## src/rtl/seq_divider.sv

```systemverilog
// Sequential restoring divider with RV32M DIV/DIVU/REM/REMU semantics.
// One quotient bit per clock; divide-by-zero and signed overflow resolve in one cycle.
module seq_divider #(
  parameter int unsigned WIDTH = 32
) (
  input  logic             clk,
  input  logic             rst,
  input  logic             start,
  input  logic             is_signed,
  input  logic [WIDTH-1:0] dividend,
  input  logic [WIDTH-1:0] divisor,
  output logic             busy,
  output logic             done,
  output logic [WIDTH-1:0] quotient,
  output logic [WIDTH-1:0] remainder
);

  localparam int unsigned CntW = $clog2(WIDTH);
  localparam logic [CntW-1:0] LastCnt = CntW'(WIDTH - 1);
  localparam logic [WIDTH-1:0] MinNeg = {1'b1, {(WIDTH-1){1'b0}}};

  typedef enum logic [1:0] {StIdle, StBusy, StDone} state_e;

  state_e          state_q, state_d;
  logic [CntW-1:0] cnt_q, cnt_d;
  logic [WIDTH-1:0] prem_q, prem_d;
  logic [WIDTH-1:0] dvd_q, dvd_d;
  logic [WIDTH-1:0] dvs_q, dvs_d;
  logic [WIDTH-1:0] quo_q, quo_d;
  logic [WIDTH-1:0] rem_q, rem_d;
  logic            q_neg_q, q_neg_d;
  logic            r_neg_q, r_neg_d;

  logic             dvd_neg, dvs_neg;
  logic [WIDTH-1:0] dvd_abs, dvs_abs;
  logic [WIDTH:0]   shifted, diff;
  logic             step_bit;
  logic [WIDTH-1:0] step_rem, q_raw;

  // dvd_q doubles as the quotient register: dividend bits shift out as quotient bits shift in.
  always_comb begin
    dvd_neg  = is_signed & dividend[WIDTH-1];
    dvs_neg  = is_signed & divisor[WIDTH-1];
    dvd_abs  = dvd_neg ? -dividend : dividend;
    dvs_abs  = dvs_neg ? -divisor : divisor;
    shifted  = {prem_q, dvd_q[WIDTH-1]};
    diff     = shifted - {1'b0, dvs_q};
    step_bit = ~diff[WIDTH];
    step_rem = step_bit ? diff[WIDTH-1:0] : shifted[WIDTH-1:0];
    q_raw    = {dvd_q[WIDTH-2:0], step_bit};
  end

  always_comb begin
    state_d = state_q;
    cnt_d   = cnt_q;
    prem_d  = prem_q;
    dvd_d   = dvd_q;
    dvs_d   = dvs_q;
    quo_d   = quo_q;
    rem_d   = rem_q;
    q_neg_d = q_neg_q;
    r_neg_d = r_neg_q;
    unique case (state_q)
      StIdle: begin
        if (start) begin
          if (divisor == '0) begin
            quo_d   = '1;
            rem_d   = dividend;
            state_d = StDone;
          end else if (is_signed && dividend == MinNeg && divisor == '1) begin
            quo_d   = dividend;
            rem_d   = '0;
            state_d = StDone;
          end else begin
            dvd_d   = dvd_abs;
            dvs_d   = dvs_abs;
            q_neg_d = dvd_neg ^ dvs_neg;
            r_neg_d = dvd_neg;
            prem_d  = '0;
            cnt_d   = '0;
            state_d = StBusy;
          end
        end
      end
      StBusy: begin
        prem_d = step_rem;
        dvd_d  = q_raw;
        cnt_d  = cnt_q + 1'b1;
        if (cnt_q == LastCnt) begin
          quo_d   = q_neg_q ? -q_raw : q_raw;
          rem_d   = r_neg_q ? -step_rem : step_rem;
          state_d = StDone;
        end
      end
      StDone:  state_d = StIdle;
      default: state_d = StIdle;
    endcase
  end

  always_ff @(posedge clk or negedge rst) begin
    if (!rst) begin
      state_q <= StIdle;
      cnt_q   <= '0;
      prem_q  <= '0;
      dvd_q   <= '0;
      dvs_q   <= '0;
      quo_q   <= '0;
      rem_q   <= '0;
      q_neg_q <= 1'b0;
      r_neg_q <= 1'b0;
    end else begin
      state_q <= state_d;
      cnt_q   <= cnt_d;
      prem_q  <= prem_d;
      dvd_q   <= dvd_d;
      dvs_q   <= dvs_d;
      quo_q   <= quo_d;
      rem_q   <= rem_d;
      q_neg_q <= q_neg_d;
      r_neg_q <= r_neg_d;
    end
  end

  assign busy      = (state_q == StBusy);
  assign done      = (state_q == StDone);
  assign quotient  = quo_q;
  assign remainder = rem_q;

endmodule

```

## config.mk

```make
export PLATFORM = sky130hd
export DESIGN_NAME = seq_divider
export DESIGN_NICKNAME = d
export VERILOG_FILES = /design/src/rtl/seq_divider.sv
export SDC_FILE = /design/constraint.sdc
export NUM_CORES = 1
export LEC_CHECK = 0
export CAP_MARGIN = 20
export CELL_PAD_IN_SITES_DETAIL_PLACEMENT = 1
export CELL_PAD_IN_SITES_GLOBAL_PLACEMENT = 1
export CORE_MARGIN = 4
export CORE_UTILIZATION = 45
export DETAILED_ROUTE_END_ITERATION = 10
export MAX_ROUTING_LAYER = met4
export PLACE_DENSITY_LB_ADDON = 0.05
export SYNTH_ARGS = -nofsm -noshare
export SYNTH_HDL_FRONTEND = slang
export SYNTH_SLANG_ARGS = --single-unit
```

## constraint.sdc

```tcl
create_clock -name clk -period 14.5 [get_ports clk]
set_clock_uncertainty 0.15 [all_clocks]
set_input_delay 2.9 -clock clk [delete_from_list [all_inputs] [get_ports clk]]
set_output_delay 2.9 -clock clk [all_outputs]
set_load 0.005 [all_outputs]
```

==> out/results.ini, run 1 <==
[setup_path]
r2r_start=dvs_q[0]
ff2ff_setup_slack_ps=7880
regToRegEndpoint=remainder[28]
critPathArrivalTime_ps=7810
r2r_cells=19
critPathLaunchType=input pin
end_kind=flip-flop
required_ps=14720
critPathMaxFanout=58
path_class=in2reg

[timing]
hold_viol_final=0
relSlewSlack=0.235
setup_viol=0
setup_tns_ps=0
drv_slew=0
post-route-period-util=0.524
worst_pin_slew_ps=1150
period_needed_ps=7590
fmax_mhz=132
rsz0062_at_grt=false

[worst_hold_path]
hold_depth=2
min_from=quotient[23]
worstHoldEndpoint=quotient[23]
hold_path.class=reg2reg

[logic_synthesis]
ys_types=82
synth_area_leaders=dfrtp_1, o21ai_0, nand2_1
ys_seq_elements=169
syn_area_per_cell_um2=7.90
ys_seq_area_frac=0.331
netlist.area_leader.share=0.331
netlist_instances=1615
synthesis.yosys.warnings=0
synth_edf_count=0
syn_nets=1723
synth_ff_type=dfrtp_1
synth_top_area_cell=dfrtp_1
ys_async_sr_fraction=1.00
synthesis.area_um2=12800

[power_and_ir_drop]
power.leakage_nw=5.96
p_seq_frac=0.204
internal_power_mw=2.11
switching_share=0.526
vdd_drop_max_uv=161
p_switching_mw=2.35
power_frac_clock=0.104
comb_power_share=0.692
power.density_nw_per_um2=300

[flow_run]
maxCapViolCount=0

[clocking]
cts_made_buffers=17
cts_sinks=169
postCtsHoldBufs=0
cts_resized=0
cts_tree=yes
clk_path_buf_depth=2
clk_pin_slew_worst_paths_ps=70
cts-root-buf=clkbuf_16
insertion_delay_ps=450
h-tree-depth=4
post_cts_buffers=0

[die]
initial_utilization=0.458
die-area_um2=31100
core-area_um2=27900
die_w_um=176
die_h_um=176
rows=61
io_pins=134

[status]
status=finished, final reports clean

[finish]
synthToLayoutAreaGrowth_pct=16.6
fillCellCount=3408
fin_nets=1793
finish.utilization=0.534
diodes=0
drive_above_1_share=0.0512
multiInputGateArea_um2=7950
seq_area_um2=4230

[global_route]
overflow=0
grt_usage=0.300
grt_pass1_wl_mm=72.2
antenna_found_initial=2
grt_pass1_vias=12800
grt_max_degree=106

[routing]
drt_iter0_markers=852
drc=0
routed-via-count=12700
wl_per_cell_um=22.1
ant_nets=0
dr.pass1.iters=5
drt_wl_total_mm=45.8
drt-vias-per-instance=6.10

[placed_design]
post-dp-hpwl_mm=33.8
gp_congestion=0.902
io_buffers=133

[final cells by class]
type	instances	share of cell area
clock buffer	17	0.0286
multi-input combinational	1299	0.535
tap	378	0.0318
inverter	53	0.0135
sequential	169	0.284
clock inverter	15	0.0103
timing repair buffer	145	0.0968
[sequential cells by signal (all words and copies together), names as in the netlist]
register and count:
r_neg_q 1, prem_q 32, dvd_q 32, quotient 32, state_q 2, q_neg_q 1
dvs_q 32, cnt_q 5, remainder 32
[metal layers]
| layer | part of all wire | wire (µm) | vias to the layer above | global-route usage |
|---|---|---|---|---|
| li1 | - | - | 5933 | - |
| met1 | 0.45 | 20500 | 6285 | 0.396 |
| met2 | 0.47 | 21400 | 356 | 0.475 |
| met3 | 0.053 | 2420 | 85 | 0.0482 |
| met4 | 0.033 | 1510 | 0 | 0.0977 |
| met5 | 0 | 0 | - | - |
[through the flow]
step                      hold slack (ps)  power, mW  worst slack [ps]  instance area, µm²  instances
after detailed placement              320       3.96              6540               14300       2042
after floorplan                       300       3.04              8650               12800       1615
after CTS                             335       4.44              7020               14800       2074
final                                 336       4.46              6910               14900       2076
after global placement                312       3.87              6820               14300       2042
after global routing                  345       4.82              6600               14900       2076
[synthesized netlist by cell type (8+ instances only)]
library cell and count:
clkbuf_1 66, or3_1 30, o31ai_1 23, and2_1 20
a221oi_1 15, a21oi_1 131, o22ai_1 15, nor4_1 9
nor3_1 37, nand2b_1 8, xor2_1 59, nor3b_1 8
nor2b_1 9, or4_1 9, dfrtp_1 169, nand3_1 30
a21o_1 23, mux2i_1 21, o211ai_1 18, nor2_1 151
a211oi_1 12, nand4_1 20, buf_2 21, a31oi_1 11
and3_1 13, inv_1 50, xnor2_1 65, a22o_1 8
o21ai_0 179, ha_1 39, nand2_1 219, o41ai_1 11
[worst max path at each step]
| stage | start | slack (ps) | depth (start not counted) | endpoint |
|---|---|---|---|---|
| floorplan | dividend[6] | 8650 | 12 | quotient[16] |
| global placement | divisor[0] | 6820 | 13 | cnt_q[3] |
| detailed placement | divisor[0] | 6540 | 13 | cnt_q[3] |
| CTS | divisor[0] | 7020 | 13 | cnt_q[3] |
| global route | divisor[0] | 6600 | 13 | cnt_q[3] |
| finish | divisor[0] | 6910 | 13 | cnt_q[3] |
[critical path: stages]
cell and delay, ps:
clkdlybuf4s50_1 480, inv_1 100, ha_1 160, and2_1 160, nor3b_1 540, and3_1 380, and2_1 210, and3_1 790
nor3b_1 230, o21bai_4 760, buf_4 690, o21ai_0 200, a21oi_1 150
[power by group through the flow]
stage | sequential, mW | combinational [mW] | clock, mW
floorplan | 0.825 | 2.21 | 0
global placement | 0.905 | 2.96 | 0
detailed placement | 0.912 | 3.05 | 0
CTS | 0.907 | 3.07 | 0.470
global route | 0.935 | 3.40 | 0.492
finish | 0.911 | 3.09 | 0.464
[cell families (layout without fill, tap and decap cells)]
group / after synthesis / after routing / share of synthesized area
buf+inv: 147 / 230 / 0.0469
fa+ha+maj: 40 / 40 / 0.0398
compound gates: 508 / 508 / 0.249
simple gates: 600 / 600 / 0.226
mux: 27 / 27 / 0.0218
xor+xnor: 124 / 124 / 0.0851
flops: 169 / 169 / 0.331
[cells in the final DEF, fill, tap and decap left out, drive strengths merged, types with 15 or more instances in the layout]
cell,Yosys,routed
a21o,23,23
a21oi,131,131
a221oi,15,15
and2,21,21
clkbuf,67,17
clkdlybuf4s50,0,132
dfrtp,169,169
ha,39,39
inv,52,53
mux2i,21,21
nand2,219,219
nand3,31,31
nand4,20,20
nor2,152,152
nor3,37,37
o211ai,18,18
o21ai,181,181
o22ai,15,15
o31ai,26,26
or3,31,31
xnor2,65,65
xor2,59,59
Power figures use the tool's default switching activity.
==> run 2, diff against run 1 <==
--- a/config.mk
+++ b/config.mk
@@ -9,7 +9,7 @@
 export CELL_PAD_IN_SITES_DETAIL_PLACEMENT = 1
 export CELL_PAD_IN_SITES_GLOBAL_PLACEMENT = 1
 export CORE_MARGIN = 4
-export CORE_UTILIZATION = 45
+export CORE_UTILIZATION = 43
 export DETAILED_ROUTE_END_ITERATION = 10
 export MAX_ROUTING_LAYER = met4
 export PLACE_DENSITY_LB_ADDON = 0.05
==> constraint.sdc (replaced) <==
create_clock -name clk -period 7.5 [get_ports clk]
set_clock_uncertainty 0.15 [all_clocks]
set_input_delay 1.5 -clock clk [delete_from_list [all_inputs] [get_ports clk]]
set_output_delay 1.5 -clock clk [all_outputs]
set_load 0.005 [all_outputs]
==> run 2 against run 1 <==
  * Critical path depth grew 6
  * Routed wire length decreased by 0.56%
  * Setup slack worse by 5000 ps
  * Final cell count up 0.39%
  * Via count is 0.31% lower
  * Sequential share of layout area fell by 0.064 points
  * First-iteration DRC count decreased by 8.8%
  * Clock power rose by 100%
  * Worst hold slack worse by 5.2 ps
  * Clock-buffer cell count grew 4
==> out/results.ini, run 2 (synthesis gave the netlist of run 1 again) <==
[die]
io_pins=134  ; unchanged
die_h_um=180  ; +2.2%
initial_utilization=0.440  ; -0.0182
die_w_um=180  ; +2.2%
core-area_um2=29000  ; +4.1%
die-area_um2=32500  ; +4.4%
rows=62  ; +1.6%

[timing]
post-route-period-util=0.745
setup_tns_ps=0  ; unchanged
setup_viol=0  ; unchanged
timing.hold.ws_ps=330  ; -5.24 ps
setup_ws_ps=1910  ; -5000 ps
hold_viol_final=0  ; unchanged
drv_slew=0  ; unchanged
period_needed_ps=5590
worst_pin_slew_ps=1050  ; -95.8 ps
relSlewSlack=0.299  ; +0.0639
fmax_mhz=179
rsz0062_at_grt=false

[finish]
final_common_cell=nand2_1
fillCellCount=3519  ; +3.3%
synthToLayoutAreaGrowth_pct=16.8
fin_nets=1794  ; +0.056%
drive_above_1_share=0.0506  ; -0.000619
final_cell_mix=nand2_1, o21ai_0, dfrtp_1

[clocking]
cts_tree=yes
clk_path_buf_depth=2  ; unchanged
cts-root-buf=clkbuf_16
insertion_delay_ps=440  ; about the same
postCtsHoldBufs=0  ; unchanged
post_cts_buffers=0  ; unchanged
cts_sinks=169  ; unchanged
h-tree-depth=4  ; unchanged
cts_resized=0  ; unchanged
clk_pin_slew_worst_paths_ps=70  ; about the same
cts_made_buffers=17  ; unchanged

[global_route]
grt_pass1_wl_mm=73.5  ; +1.8%
grt_pass1_vias=12700  ; -0.23%
grt_max_degree=88  ; -17%
antenna_found_initial=1  ; -1
grt_usage=0.287  ; -0.0123
overflow=0  ; unchanged

[power_and_ir_drop]
power.density_nw_per_um2=581  ; +94%
vdd_drop_max_uv=310  ; +93%
power_mw=8.66  ; +94%
power.leakage_nw=5.99  ; +0.41%

[routing]
wl_per_cell_um=21.9  ; -0.94%
ant_nets=0  ; unchanged
dr.pass1.iters=5  ; unchanged
drt-vias-per-instance=6.06  ; -0.69%
drc=0  ; unchanged
drt_wl_total_mm=45.6  ; -0.56%
routed-via-count=12600  ; -0.31%
drt_iter0_markers=777  ; -8.8%

[setup_path]
critPathMaxFanout=47  ; -19%
end_kind=flip-flop
critPathArrivalTime_ps=5720  ; -2090 ps
required_ps=7630  ; -7090 ps
critPathLaunchType=flip-flop
path_class=reg2reg

[flow_run]
maxCapViolCount=0  ; unchanged

[worst_hold_path]
hold_path.class=reg2reg

[placed_design]
io_buffers=133  ; unchanged
gp_congestion=0.898  ; -0.44%
post-dp-hpwl_mm=34.1  ; +0.87%
dp_slack_ps=1560  ; -4980 ps

[status]
status=finished, final reports clean

run 2: cell count changes in the layout (fill, tap and decap cells not counted), moves of 2 or more:
cell	change
clkbuf_1	+2
clkbuf_8	+2
clkinvlp_4	-4
buf_4	+2
run 2: path summary, 6_finish.rpt:
| kind | depth (start not counted) | end | slack [ps] | startpoint |
|---|---|---|---|---|
| worst max-delay path | 19 | quotient[30] | 1910 | dvd_q[31] |
| worst min-delay path | 2 | quotient[5] | 330 | quotient[5] |
| worst max register to register | 19 | quotient[30] | 1910 | dvd_q[31] |
| worst min register to register | 2 | quotient[5] | 330 | quotient[5] |
| max in group asynchronous | 2 | dvd_q[0] | 4840 | rst |
| min in group asynchronous | 1 | dvs_q[6] | 950 | rst |
run 2: where the power goes:
part	internal (mW)	switching (mW)	total, mW
logic	2.28	3.67	5.95
registers	1.33	0.446	1.77
clock network	0.543	0.401	0.943
total	4.14	4.52	8.66
run 2: metrics by stage:
step / utilization / cell area [µm²] / std cells
4_1_cts: 0.513 / 14900 / 2082
3_3_place_gp: 0.492 / 14300 / 2050
3_5_place_dp: 0.492 / 14300 / 2050
2_1_floorplan: - / 12800 / 1615
6_report: 0.514 / 14900 / 2084
5_1_grt: 0.514 / 14900 / 2084
run 2: critical path, stage by stage, from the launching register on:
cell and delay [ps]:
dfrtp_1 420, inv_1 140, ha_1 220, inv_1 70, fa_1 410, a211oi_2 330
o31ai_4 170, o2111ai_1 310, a21oi_1 110, o211a_1 280, inv_2 150, buf_4 480
ha_1 340, nor2b_1 420, nand4_1 370, o31ai_1 400, xor2_1 180, nor2_1 50
a211oi_1 290, o21ai_0 110
run 2: cell type report:
type | instances | area [µm²] | area share
antenna | 1 | 2.50 | 0.000168
clock buffer | 21 | 460 | 0.0309
clock inverter | 11 | 145 | 0.00974
inverter | 53 | 200 | 0.0134
multi-input combinational | 1299 | 7950 | 0.533
sequential | 169 | 4230 | 0.284
tap | 384 | 480 | 0.0322
timing repair buffer | 146 | 1440 | 0.0964
run 2: layer usage:
| layer | part of all wire | wire [µm] | global-route usage |
|---|---|---|---|
| met5 | 0 | 0 | - |
| met4 | 0.021 | 956 | 0.0696 |
| met3 | 0.040 | 1840 | 0.0345 |
| met2 | 0.47 | 21500 | 0.460 |
| met1 | 0.47 | 21200 | 0.392 |
